File: src/rtl/avaliador_licao_pkg.sv
// Shared definitions for the piano lesson evaluator.
// Holds the FSM state codes, the BPM-to-half-beat divisor, the note width
// helper and the one-hot decode / lowest-key encode functions used by the
// LED decoders and the key capture logic.
package avaliador_licao_pkg;

  typedef enum logic [3:0] {
    INICIAL  = 4'd0,
    PREPARA  = 4'd1,
    BUSCA    = 4'd2,
    ESPERA   = 4'd3,
    REGISTRA = 4'd4,
    COMPARA  = 4'd5,
    FEEDBACK = 4'd6,
    PROXIMO  = 4'd7,
    FIM      = 4'd8
  } estado_t;

  // Upper bound on key count handled by the generic decode/encode helpers.
  localparam int MAX_KEYS   = 64;
  localparam int NOTA_MAX_W = 8;

  // Width of a note code: 0 = no note, k = key k-1.
  function automatic int nota_w(input int n_keys);
    return $clog2(n_keys + 1);
  endfunction

  // Cycles per half-beat for a BPM selection, floor(clock*60/(2*bpm)).
  function automatic longint hb_ciclos(input longint clock_freq, input logic [1:0] bpm_sel);
    longint bpm;
    case (bpm_sel)
      2'b00:   bpm = 64'sd60;
      2'b01:   bpm = 64'sd90;
      2'b10:   bpm = 64'sd120;
      2'b11:   bpm = 64'sd180;
      default: bpm = 64'sd60;
    endcase
    return (clock_freq * 64'sd60) / (64'sd2 * bpm);
  endfunction

  // Note code -> one-hot key vector (code 0 lights nothing).
  function automatic logic [MAX_KEYS-1:0] decode_nota(input logic [NOTA_MAX_W-1:0] nota);
    logic [MAX_KEYS-1:0] oh;
    oh = '0;
    for (int k = 0; k < MAX_KEYS; k++) begin
      oh[k] = (int'(nota) == (k + 1));
    end
    return oh;
  endfunction

  // Key vector -> note code of the lowest pressed key (0 if none).
  function automatic logic [NOTA_MAX_W-1:0] encode_nota(input logic [MAX_KEYS-1:0] teclas);
    logic [NOTA_MAX_W-1:0] n;
    n = '0;
    for (int k = MAX_KEYS - 1; k >= 0; k--) begin
      if (teclas[k]) begin
        n = NOTA_MAX_W'(k + 1);
      end
    end
    return n;
  endfunction

endpackage

File: src/rtl/avaliador_licao_temporizador_batida.sv
// Beat timer: divides the clock down to half-beats for the selected BPM and
// keeps a saturating half-beat count.
// Ports: clock/reset (async active-low), bpm_sel_i (latched tempo),
// zera_i (clear count and divider), conta_i (advance while high),
// hb_o (half-beats elapsed, saturating), meio_o (toggles each half-beat).
module avaliador_licao_temporizador_batida
  import avaliador_licao_pkg::*;
#(
  parameter int CLOCK_FREQ = 50000000,
  parameter int TEMPO_W    = 4
) (
  input  logic               clock,
  input  logic               reset,
  input  logic [1:0]         bpm_sel_i,
  input  logic               zera_i,
  input  logic               conta_i,
  output logic [TEMPO_W+1:0] hb_o,
  output logic               meio_o
);

  localparam longint HB0   = hb_ciclos(longint'(CLOCK_FREQ), 2'b00);
  localparam longint HB1   = hb_ciclos(longint'(CLOCK_FREQ), 2'b01);
  localparam longint HB2   = hb_ciclos(longint'(CLOCK_FREQ), 2'b10);
  localparam longint HB3   = hb_ciclos(longint'(CLOCK_FREQ), 2'b11);
  // 60 BPM has the longest half-beat, so it sizes the divider.
  localparam int     DIV_W = $clog2(HB0 + 64'sd1);

  logic [DIV_W-1:0]   div_q;
  logic [DIV_W-1:0]   limite_s;
  logic [TEMPO_W+1:0] hb_q;
  logic               meio_q;

  // Last divider value of a half-beat for the latched tempo.
  always_comb begin
    limite_s = '0;
    case (bpm_sel_i)
      2'b00:   limite_s = DIV_W'(HB0 - 64'sd1);
      2'b01:   limite_s = DIV_W'(HB1 - 64'sd1);
      2'b10:   limite_s = DIV_W'(HB2 - 64'sd1);
      2'b11:   limite_s = DIV_W'(HB3 - 64'sd1);
      default: limite_s = DIV_W'(HB0 - 64'sd1);
    endcase
  end

  // Divider and saturating half-beat counter.
  always_ff @(posedge clock or negedge reset) begin
    if (!reset) begin
      div_q  <= '0;
      hb_q   <= '0;
      meio_q <= 1'b0;
    end else if (zera_i) begin
      div_q  <= '0;
      hb_q   <= '0;
      meio_q <= 1'b0;
    end else if (conta_i) begin
      if (div_q == limite_s) begin
        div_q  <= '0;
        meio_q <= ~meio_q;
        if (hb_q != {(TEMPO_W+2){1'b1}}) begin
          hb_q <= hb_q + {{(TEMPO_W+1){1'b0}}, 1'b1};
        end
      end else begin
        div_q <= div_q + {{(DIV_W-1){1'b0}}, 1'b1};
      end
    end
  end

  assign hb_o   = hb_q;
  assign meio_o = meio_q;

endmodule

File: src/rtl/avaliador_licao.sv
// Piano lesson evaluator: walks a stored song, waits for a key press per
// note, grades note and timing, and keeps hit/error scores.
// Ports: clock, reset (async active-low), iniciar (start), bpm_sel (tempo,
// latched on start), modo_guiado (light expected note), botoes (raw keys),
// tamanho (last note index), mem_addr/mem_nota/mem_tempo (song RAM, one
// cycle read latency), leds (one-hot), nota_ok/tempo_ok (last grade),
// acertos/erros (scores), pronto (done), timeout (aborted), db_estado.
module avaliador_licao
  import avaliador_licao_pkg::*;
#(
  parameter int CLOCK_FREQ   = 50000000,
  parameter int N_KEYS       = 12,
  parameter int ADDR_W       = 4,
  parameter int TEMPO_W      = 4,
  parameter int TOL_HALF     = 1,
  parameter int TIMEOUT_S    = 5,
  parameter int FEEDBACK_DIV = 2,
  // Derived from N_KEYS; not meant to be overridden.
  parameter int NOTE_W       = nota_w(N_KEYS)
) (
  input  logic               clock,
  input  logic               reset,
  input  logic               iniciar,
  input  logic [1:0]         bpm_sel,
  input  logic               modo_guiado,
  input  logic [N_KEYS-1:0]  botoes,
  input  logic [ADDR_W-1:0]  tamanho,
  output logic [ADDR_W-1:0]  mem_addr,
  input  logic [NOTE_W-1:0]  mem_nota,
  input  logic [TEMPO_W-1:0] mem_tempo,
  output logic [N_KEYS-1:0]  leds,
  output logic               nota_ok,
  output logic               tempo_ok,
  output logic [ADDR_W:0]    acertos,
  output logic [ADDR_W:0]    erros,
  output logic               pronto,
  output logic               timeout,
  output logic [3:0]         db_estado
);

  localparam longint TO_LIMIT = longint'(TIMEOUT_S) * longint'(CLOCK_FREQ);
  localparam longint FB_LIMIT = longint'(CLOCK_FREQ / FEEDBACK_DIV);
  localparam longint CNT_MAX  = (TO_LIMIT > FB_LIMIT) ? TO_LIMIT : FB_LIMIT;
  localparam int     CNT_W    = $clog2(CNT_MAX + 64'sd1);
  // Signed width wide enough for hb - 2*mem_tempo without overflow.
  localparam int     DW       = TEMPO_W + 3;

  estado_t              estado_q;
  logic [ADDR_W-1:0]    addr_q;
  logic [ADDR_W:0]      acertos_q;
  logic [ADDR_W:0]      erros_q;
  logic                 nota_ok_q;
  logic                 tempo_ok_q;
  logic                 pronto_q;
  logic                 timeout_q;
  logic [1:0]           bpm_q;
  logic [NOTE_W-1:0]    nota_cap_q;
  logic [TEMPO_W+1:0]   hb_cap_q;
  logic [CNT_W-1:0]     cnt_q;
  logic                 tecla_ant_q;
  logic                 evento_q;
  logic [NOTE_W-1:0]    nota_ev_q;
  logic [N_KEYS-1:0]    leds_q;
  logic [N_KEYS-1:0]    leds_d;

  logic [TEMPO_W+1:0]    hb_s;
  logic                  meio_s;
  logic [NOTA_MAX_W-1:0] enc_s;
  logic [MAX_KEYS-1:0]   dec_esp_s;
  logic [MAX_KEYS-1:0]   dec_fb_s;
  logic signed [DW-1:0]  dif_s;
  logic [DW-1:0]         abs_s;
  logic                  tempo_ok_s;

  // The half-beat count restarts on the cycle before every ESPERA entry.
  avaliador_licao_temporizador_batida #(
    .CLOCK_FREQ (CLOCK_FREQ),
    .TEMPO_W    (TEMPO_W)
  ) u_temporizador_batida (
    .clock     (clock),
    .reset     (reset),
    .bpm_sel_i (bpm_q),
    .zera_i    (estado_q == BUSCA),
    .conta_i   (estado_q == ESPERA),
    .hb_o      (hb_s),
    .meio_o    (meio_s)
  );

  assign enc_s     = encode_nota(MAX_KEYS'(botoes));
  assign dec_esp_s = decode_nota(NOTA_MAX_W'(mem_nota));
  assign dec_fb_s  = decode_nota(NOTA_MAX_W'(nota_cap_q));

  // Rising edge of "any key down"; held keys never retrigger.
  always_ff @(posedge clock or negedge reset) begin
    if (!reset) begin
      tecla_ant_q <= 1'b0;
      evento_q    <= 1'b0;
      nota_ev_q   <= '0;
    end else begin
      tecla_ant_q <= |botoes;
      evento_q    <= (|botoes) & ~tecla_ant_q;
      nota_ev_q   <= enc_s[NOTE_W-1:0];
    end
  end

  // Timing error in half-beats against the target 2*mem_tempo.
  always_comb begin
    dif_s = signed'(DW'(hb_cap_q)) - signed'(DW'({mem_tempo, 1'b0}));
    if (dif_s < 0) begin
      abs_s = DW'(-dif_s);
    end else begin
      abs_s = DW'(dif_s);
    end
    tempo_ok_s = (abs_s <= DW'(TOL_HALF));
  end

  // LED source: guide note while waiting, captured note during feedback.
  always_comb begin
    leds_d = '0;
    if ((estado_q == ESPERA) && modo_guiado) begin
      leds_d = dec_esp_s[N_KEYS-1:0];
    end else if (estado_q == FEEDBACK) begin
      leds_d = dec_fb_s[N_KEYS-1:0];
    end else begin
      leds_d = '0;
    end
  end

  // Lesson sequencer with registered outputs.
  always_ff @(posedge clock or negedge reset) begin
    if (!reset) begin
      estado_q   <= INICIAL;
      addr_q     <= '0;
      acertos_q  <= '0;
      erros_q    <= '0;
      nota_ok_q  <= 1'b0;
      tempo_ok_q <= 1'b0;
      pronto_q   <= 1'b0;
      timeout_q  <= 1'b0;
      bpm_q      <= 2'b00;
      nota_cap_q <= '0;
      hb_cap_q   <= '0;
      cnt_q      <= '0;
      leds_q     <= '0;
    end else begin
      leds_q <= leds_d;
      case (estado_q)
        INICIAL: begin
          if (iniciar) begin
            estado_q <= PREPARA;
          end
        end
        PREPARA: begin
          addr_q     <= '0;
          acertos_q  <= '0;
          erros_q    <= '0;
          nota_ok_q  <= 1'b0;
          tempo_ok_q <= 1'b0;
          pronto_q   <= 1'b0;
          timeout_q  <= 1'b0;
          bpm_q      <= bpm_sel;
          estado_q   <= BUSCA;
        end
        BUSCA: begin
          cnt_q    <= '0;
          estado_q <= ESPERA;
        end
        ESPERA: begin
          // A press in the same cycle as the timeout takes priority.
          if (evento_q) begin
            nota_cap_q <= nota_ev_q;
            hb_cap_q   <= hb_s;
            estado_q   <= REGISTRA;
          end else if (cnt_q == CNT_W'(TO_LIMIT - 64'sd1)) begin
            timeout_q <= 1'b1;
            pronto_q  <= 1'b1;
            estado_q  <= FIM;
          end else begin
            cnt_q <= cnt_q + {{(CNT_W-1){1'b0}}, 1'b1};
          end
        end
        REGISTRA: begin
          nota_ok_q  <= (nota_cap_q == mem_nota);
          tempo_ok_q <= tempo_ok_s;
          estado_q   <= COMPARA;
        end
        COMPARA: begin
          if (nota_ok_q && tempo_ok_q) begin
            acertos_q <= acertos_q + {{ADDR_W{1'b0}}, 1'b1};
          end else begin
            erros_q <= erros_q + {{ADDR_W{1'b0}}, 1'b1};
          end
          cnt_q    <= '0;
          estado_q <= FEEDBACK;
        end
        FEEDBACK: begin
          if (cnt_q == CNT_W'(FB_LIMIT - 64'sd1)) begin
            if (addr_q == tamanho) begin
              pronto_q <= 1'b1;
              estado_q <= FIM;
            end else begin
              estado_q <= PROXIMO;
            end
          end else begin
            cnt_q <= cnt_q + {{(CNT_W-1){1'b0}}, 1'b1};
          end
        end
        PROXIMO: begin
          addr_q   <= addr_q + {{(ADDR_W-1){1'b0}}, 1'b1};
          estado_q <= BUSCA;
        end
        FIM: begin
          if (iniciar) begin
            estado_q <= PREPARA;
          end
        end
        default: begin
          estado_q <= INICIAL;
        end
      endcase
    end
  end

  assign mem_addr  = addr_q;
  assign leds      = leds_q;
  assign nota_ok   = nota_ok_q;
  assign tempo_ok  = tempo_ok_q;
  assign acertos   = acertos_q;
  assign erros     = erros_q;
  assign pronto    = pronto_q;
  assign timeout   = timeout_q;
  assign db_estado = estado_q;

endmodule

File: config.mk
export PLATFORM = sky130hd
export DESIGN_NAME = avaliador_licao
export DESIGN_NICKNAME = d
export VERILOG_FILES = /design/src/rtl/avaliador_licao_pkg.sv /design/src/rtl/avaliador_licao_temporizador_batida.sv /design/src/rtl/avaliador_licao.sv
export SDC_FILE = /design/constraint.sdc
export NUM_CORES = 1
export LEC_CHECK = 0
export CORE_AREA = 2 2 104 106
export DETAILED_ROUTE_END_ITERATION = 7
export DIE_AREA = 0 0 106 108
export PLACE_DENSITY = 0.85
export SYNTH_ARGS = -nofsm -noshare
export SYNTH_HDL_FRONTEND = slang
export SYNTH_SLANG_ARGS = --single-unit
File: constraint.sdc
create_clock -name clock -period 4.45 [get_ports clock]
set_input_delay 1.335 -clock clock [delete_from_list [all_inputs] [get_ports clock]]
set_output_delay 1.335 -clock clock [all_outputs]
set_load 0.01 [all_outputs]
==> flow_metrics.py <==
metrics = {
    "outcome": {
        "status": "finished, final reports clean",
    },
    "route": {
        "met1_length_microns": 6240,
        "dr.pass1.iters": 6,
        "wl_met3_microns": 961,
        "vias_per_cell": 6.31,
        "post-route-drc-count": 0,
        "top_layer_used": "met4",
        "wl_per_cell_microns": 17.4,
        "drt-initial-drc-count": 374,
        "wl_met2_microns": 7790,
        "routed-via-count": 5563,
        "routed_wl_microns": 15300,
        "drtAntennaViolNets": 0,
    },
    "global_routing": {
        "grt_pass1_vias": 5485,
        "grt_max_degree": 48,
        "overflow": 0,
        "grt_usage_pct": 28.2,
        "antenna_found_initial": 0,
        "grt_pass1_wl_microns": 26100,
    },
    "final_layout": {
        "multi_input_area_sq_um": 3340,
        "area_growth_syn_to_layout_pct": 14.5,
        "n_antenna_cell": 0,
        "fill_cells": 768,
        "seqCellArea_sq_um": 2780,
        "nets": 788,
        "layout-drive-gt1-share_pct": 6.44,
    },
    "floorplan": {
        "num_rows": 37,
        "start_util_pct": 61.5,
        "io_pins": 64,
        "die-area_sq_um": 11400,
        "core-area_sq_um": 10200,
        "dieWidth_microns": 106,
        "die_height_microns": 108,
    },
    "logic_synthesis": {
        "synth.top_cell.area_share_pct": 44.2,
        "ys.flop_type": "dfrtp_1",
        "seq_area_frac_synth_pct": 44.2,
        "syn_area_per_cell_sq_um": 9.21,
        "netlist_top_cells_area": "dfrtp_1 (44%), xor2_1 (4.5%), nand2_1 (4.4%)",
        "async_flop_share_pct": 100,
        "syn-instance-count": 683,
        "synth.distinct_cells": 68,
        "synth.ff_latch_count": 111,
        "syn_nets": 730,
        "synth_edf_count": 0,
        "synth_top_area_cell": "dfrtp_1",
        "syn-cell-area_sq_um": 6290,
        "yosysWarnings": 0,
    },
    "sta": {
        "max_slew_margin_pct": 24.2,
        "period_share_pct": 81.3,
        "fin_crit_ns": 3.62,
        "setup_viol": 0,
        "worstMarginPinSlew_ns": 1.14,
        "drv_slew": 0,
        "hold_viol": 0,
        "skew_ns": 0.00812,
        "grt_setup_unrepaired": "false",
        "fin_worst_hold_slack_ns": 0.440,
        "max_freq_mhz": 276,
        "finalSetupTns_ns": 0,
    },
    "place": {
        "port_buffers": 63,
        "gp_congestion": 0.924,
        "dp_hpwl_microns": 11100,
    },
    "worst_setup_path": {
        "r2r-end": "u_temporizador_batida.div_q[16]",
        "crit_start": "mem_tempo[0]",
        "start_kind": "input port",
        "ff2ff_setup_slack_ns": 1.63,
        "crit_type": "in2reg",
        "crit_end": "tempo_ok",
        "end_kind": "register",
        "r2r_cells": 8,
        "cp.required_ns": 4.75,
        "cp_data_arrival_time_ns": 3.92,
        "critPathMaxFanout": 8,
        "reg2reg_from": "bpm_q[0]",
    },
    "power_and_ir_drop": {
        "leakagePower_nw": 3.12,
        "p_per_area_nw_per_um2": 349,
        "vdd_ir_drop_max_v": 0.000230,
    },
    "clock_network": {
        "cts_buffers": 9,
        "root_buffer": "clkbuf_8",
        "clk_pin_slew_ns": 0.10,
        "worstSkewPairLatency_ns": 0.39,
        "htreeDepth": 3,
        "cts_hold_buf": 0,
        "cts_resized": 0,
        "cts_buffer_depth": 2,
        "cts_tree": "done",
        "cts_setup_buffers": 0,
        "cts.sinks": 111,
    },
    "min_path": {
        "min_path_cells": 1,
        "hold_class": "reg2reg",
    },
    "flow_run": {
        "drv_cap": 0,
    },
}
-- state kept, by name, indices dropped and copies added, names as in the netlist --
name,flops
cnt_q,28
u_temporizador_batida.div_q,25
leds,12
hb_cap_q,6
u_temporizador_batida.hb_o,6
acertos,5
erros,5
db_estado,4
mem_addr,4
nota_cap_q,4
nota_ev_q,4
bpm_q,2
evento_q,1
nota_ok,1
pronto,1
tecla_ant_q,1
tempo_ok,1
timeout,1
-- metal layers --
metal / vias to the layer above / GRT usage, %
met2: 224 / 48.4
met5: - / 0
met3: 36 / 5.30
li1: 2608 / -
met4: 0 / 10.2
met1: 2695 / 36.1
-- power breakdown --
part / switching, mW / total, mW / internal [mW]
clock: 0.347 / 0.581 / 0.234
sequential: 0.136 / 1.21 / 1.07
combinational: 0.457 / 0.726 / 0.268
-- worst min-delay path by stage --
stage | from | end | slack [ns]
detailed placement | tecla_ant_q | evento_q | 0.42
global placement | tecla_ant_q | evento_q | 0.40
finish | tecla_ant_q | evento_q | 0.44
CTS | tecla_ant_q | evento_q | 0.43
floorplan | tecla_ant_q | evento_q | 0.38
global route | tecla_ant_q | evento_q | 0.44
-- metrics by stage --
| stage | worst slack, ns | total power [mW] | cell area [sq um] | util, % | cells |
|---|---|---|---|---|---|
| final | 0.830 | 2.52 | 7200 | 70.4 | 881 |
| after floorplan | 1.13 | 1.69 | 6290 | - | 683 |
| after CTS | 0.849 | 2.51 | 7200 | 70.4 | 881 |
| after global placement | 0.636 | 1.90 | 7020 | 68.6 | 866 |
| after global routing | 0.684 | 2.65 | 7200 | 70.4 | 881 |
| after detailed placement | 0.450 | 1.94 | 7020 | 68.6 | 866 |
-- logic make-up after synthesis --
group / share of synthesized area, %
AOI/OAI and AO/OA: 12.1
xor gates and xnor gates: 6.55
adders and majority gates: 3.50
buffers and inverters: 2.67
DFF: 44.2
muxes: 3.44
and+or+nand+nor: 27.6
-- cells in the mapped netlist, drive strengths merged, types with 13 or more instances --
master and count:
dfrtp 111, nand2 75, nor2 67, nand3 44, o21ai 32, xor2 32
a21oi 29, nand4 23, inv 22, nor3 22, and3 17, ha 16
or3 15, xnor2 15, nor4 14, o22ai 14, mux2 13
-- cell type report --
class	instances	share of cell area [%]
clock buffer	11	2.10
clock inverter	4	0.417
inverter	22	1.15
multi-input combinational	532	46.4
sequential	111	38.6
tap	136	2.36
timing repair buffer	65	8.93
-- critical path, cell delays in order --
cell and delay (ns):
clkdlybuf4s50_1 0.40, ha_1 0.23, fa_1 0.41, xor2_1 0.48, a31oi_1 0.15, mux2_2 0.28
a221o_1 0.31, xor2_1 0.15, o21ai_0 0.18
-- cell usage in the layout (no fill, tap or decap), types with 3 or more instances in the layout --
| cell | count |
|---|---|
| dfrtp_1 | 111 |
| nand2_1 | 74 |
| nor2_1 | 66 |
| clkdlybuf4s50_1 | 62 |
| nand3_1 | 43 |
| xor2_1 | 32 |
| o21ai_0 | 31 |
| a21oi_1 | 29 |
| inv_1 | 22 |
| nor3_1 | 22 |
| nand4_1 | 22 |
| and3_1 | 17 |
| ha_1 | 16 |
| xnor2_1 | 15 |
| or3_1 | 14 |
| o22ai_1 | 14 |
| mux2_2 | 13 |
| nor4_1 | 12 |
| clkbuf_8 | 11 |
| nand2b_1 | 10 |
| o211ai_1 | 9 |
| or4_1 | 8 |
| mux2i_1 | 7 |
| nor2b_1 | 6 |
| nor3b_1 | 5 |
| and4b_1 | 5 |
| o21a_1 | 5 |
| or2_2 | 4 |
| a22o_1 | 4 |
| a31oi_1 | 3 |
| and3b_1 | 3 |
| o31ai_1 | 3 |
| buf_4 | 3 |
Note: power is estimated with default switching activity, not from simulation.
==> patch (same flow settings) <==
`CLOCK_FREQ` is set to 50000000 in 2 places; all go to 100000000.
--- a/src/rtl/avaliador_licao_temporizador_batida.sv
+++ b/src/rtl/avaliador_licao_temporizador_batida.sv
@@ -6,7 +6,7 @@
 module avaliador_licao_temporizador_batida
   import avaliador_licao_pkg::*;
 #(
-  parameter int CLOCK_FREQ = 50000000,
+  parameter int CLOCK_FREQ = 100000000,
   parameter int TEMPO_W    = 4
 ) (
   input  logic               clock,
--- a/src/rtl/avaliador_licao.sv
+++ b/src/rtl/avaliador_licao.sv
@@ -8,7 +8,7 @@
 module avaliador_licao
   import avaliador_licao_pkg::*;
 #(
-  parameter int CLOCK_FREQ   = 50000000,
+  parameter int CLOCK_FREQ   = 100000000,
   parameter int N_KEYS       = 12,
   parameter int ADDR_W       = 4,
   parameter int TEMPO_W      = 4,
Function: same outputs for any inputs over 10 cycles, from zero or initial values and one cycle with reset low; that may be too few to reach the edited logic, so the function may still have changed.
==> patch against the original RTL <==
Non-clock buffer count up 4. Worst hold slack worse by 45 ps. Global-route usage up 3.5 points. Clock skew up 0.75 ps. Sequential cell count up 2. Wire length up 13%. Count of clock-buffer cells in the layout up 9. Sequential share of layout area down 2.8 points. Critical path depth unchanged. Final area up 9.8%. Worst setup slack better by 270 ps. Synthesized area up 4.2%. Power up 37%. Largest cell class unchanged. Largest power group is now the clock network.
==> patch: results (changes against the original RTL) <==
----------------------------------------------------
[Status]
  Outcome ... finished, final reports clean

[Global route]
  Met3 GRT Util ... 7.535% (+2.2 points)
  Overall global routing resource usage ... 31.71% (+3.5 points)
  Via count of the first global-routing pass ... 5,904 (+7.6%)
  Pin count of the biggest net entering global routing ... 59 (+23%)
  Met2 capacity usage during global routing ... 53.82% (+5.4 points)
  Wire length of the first global-routing pass ... 28,410 um (+8.8%)

[Critical path]
  R2R setup slack ... 1130 ps (-500 ps)
  Data arrival time of the critical path ... 3790 ps (-130 ps)
  CP Max Fanout ... 6 (-2)
  Highest cell delay on the worst timing path ... 430 ps (-50 ps)
  Critical path's top delay family ... compound AO/OA/AOI/OAI gates
  FF-to-FF Start ... db_estado[1]$_DFFE_PN0P_
  Critical Path Slowest Stage Cell ... sky130_fd_sc_hd__a2111oi_0
  Worst Reg-to-Reg Cells ... 6 (-2)

[Layout]
  Relative area of non-clock buffer cells in the final design ... 8.678% (-0.26 points)
  Clk_buf instances ... 20 (+9)
  Inverters, non-clock ... 25 (+14%)
  Multi-input comb cells ... 559 (+5.1%)
  Sequential fraction of total cell area ... 35.79% (-2.8 points)
  # fillers ... 688 (-10%)
  Final Net Count ... 832 (+5.6%)
  Multi-input combinational area share ... 44.62% (-1.8 points)
  Clock-cell share ... 7.569% (+5.0 points)
  Share of layout cells above drive strength 1 ... 8.783% (+2.3 points)
  Number of standard cells in the layout, taps in and fillers out ... 933 (+5.9%)

[Clock tree]
  CTS clock-pin slew for the worst setup and hold paths ... 50 ps (-50 ps)
  Number of levels the H-tree was split into ... 4 (+1)
  Number of buffers added by the clock tree synthesis step ... 17 (+8)

[Placement]
  Placer Congestion ... 0.9322 (+0.91%)
  Total instance count after detailed placement ... 902 (+4.2%)
  Detailed-placement wirelength estimate ... 11,680 um (+5.3%)
  Worst-case setup slack after placement ... 591.7 ps (+142.2 ps)
  Cell area after placement ... 7303 um2 (+4.1%)

[Timing]
  Max-slew headroom at the worst pin ... 36.49% (+12 points)
  Max Clk Rate ... 0.2982 GHz (+7.9%)
  Clock skew ... 8.873 ps (+0.7531 ps)
  Fin Hold WS ... 394.5 ps (-45.18 ps)

[Drt]
  Detail-routed via count per cell ... 6.501 (+2.9%)
  Final routed wire length divided by cell count ... 18.50 um (+6.4%)
  Number of DRC markers after the initial detailed-route iteration ... 538 (+44%)

[Logic synthesis]
  Seq/Total Area, Yosys ... 43.15% (-1.0 points)
  Largest cells by area after synthesis ... sky130_fd_sc_hd__dfrtp_1 43%, sky130_fd_sc_hd__nand2_1 5.3%, sky130_fd_sc_hd__nor2_1 3.5%, sky130_fd_sc_hd__xor2_1 3.3%, sky130_fd_sc_hd__ha_1 3.1%

[Power]
  Maximum ir drop on the vdd rail ... 0.5036 mV (+120%)

----------------------------------------------------
## patch: cell types whose count changed in the layout (fill, tap and decap cells not counted), sizes merged, moves of 5 or more
cell,change
nand2,+18
a31oi,+9
and4b,-5
nor2,-6
clkbuf,+9
nand3,-7
nor3,-5
nor4,+5
xor2,-7
## patch: cells by family after synthesis
kind of cell / Yosys count / synth area share [%]
AO/OA/AOI/OAI: 136 / 13.81
buffers and inverters: 50 / 3.112
XOR/XNOR: 38 / 5.079
AND/OR/NAND/NOR: 346 / 27.88
multiplexers: 22 / 3.609
flip-flops: 113 / 43.15
adder cells (fa/ha/maj): 17 / 3.361
## patch: layer usage
| metal | share of wire, % | wire, um |
|---|---|---|
| met2 | 50 | 8563 |
| met4 | 3.0 | 519 |
| met5 | 0 | 0 |
| met1 | 40 | 6948 |
| met3 | 7.1 | 1225 |
## patch: power by group
part / leakage [nW] / switching (mW) / internal [mW]
Clock: 0.287 / 0.464 / 0.915
Combinational: 1.47 / 0.512 / 0.296
Sequential: 1.54 / 0.157 / 1.10
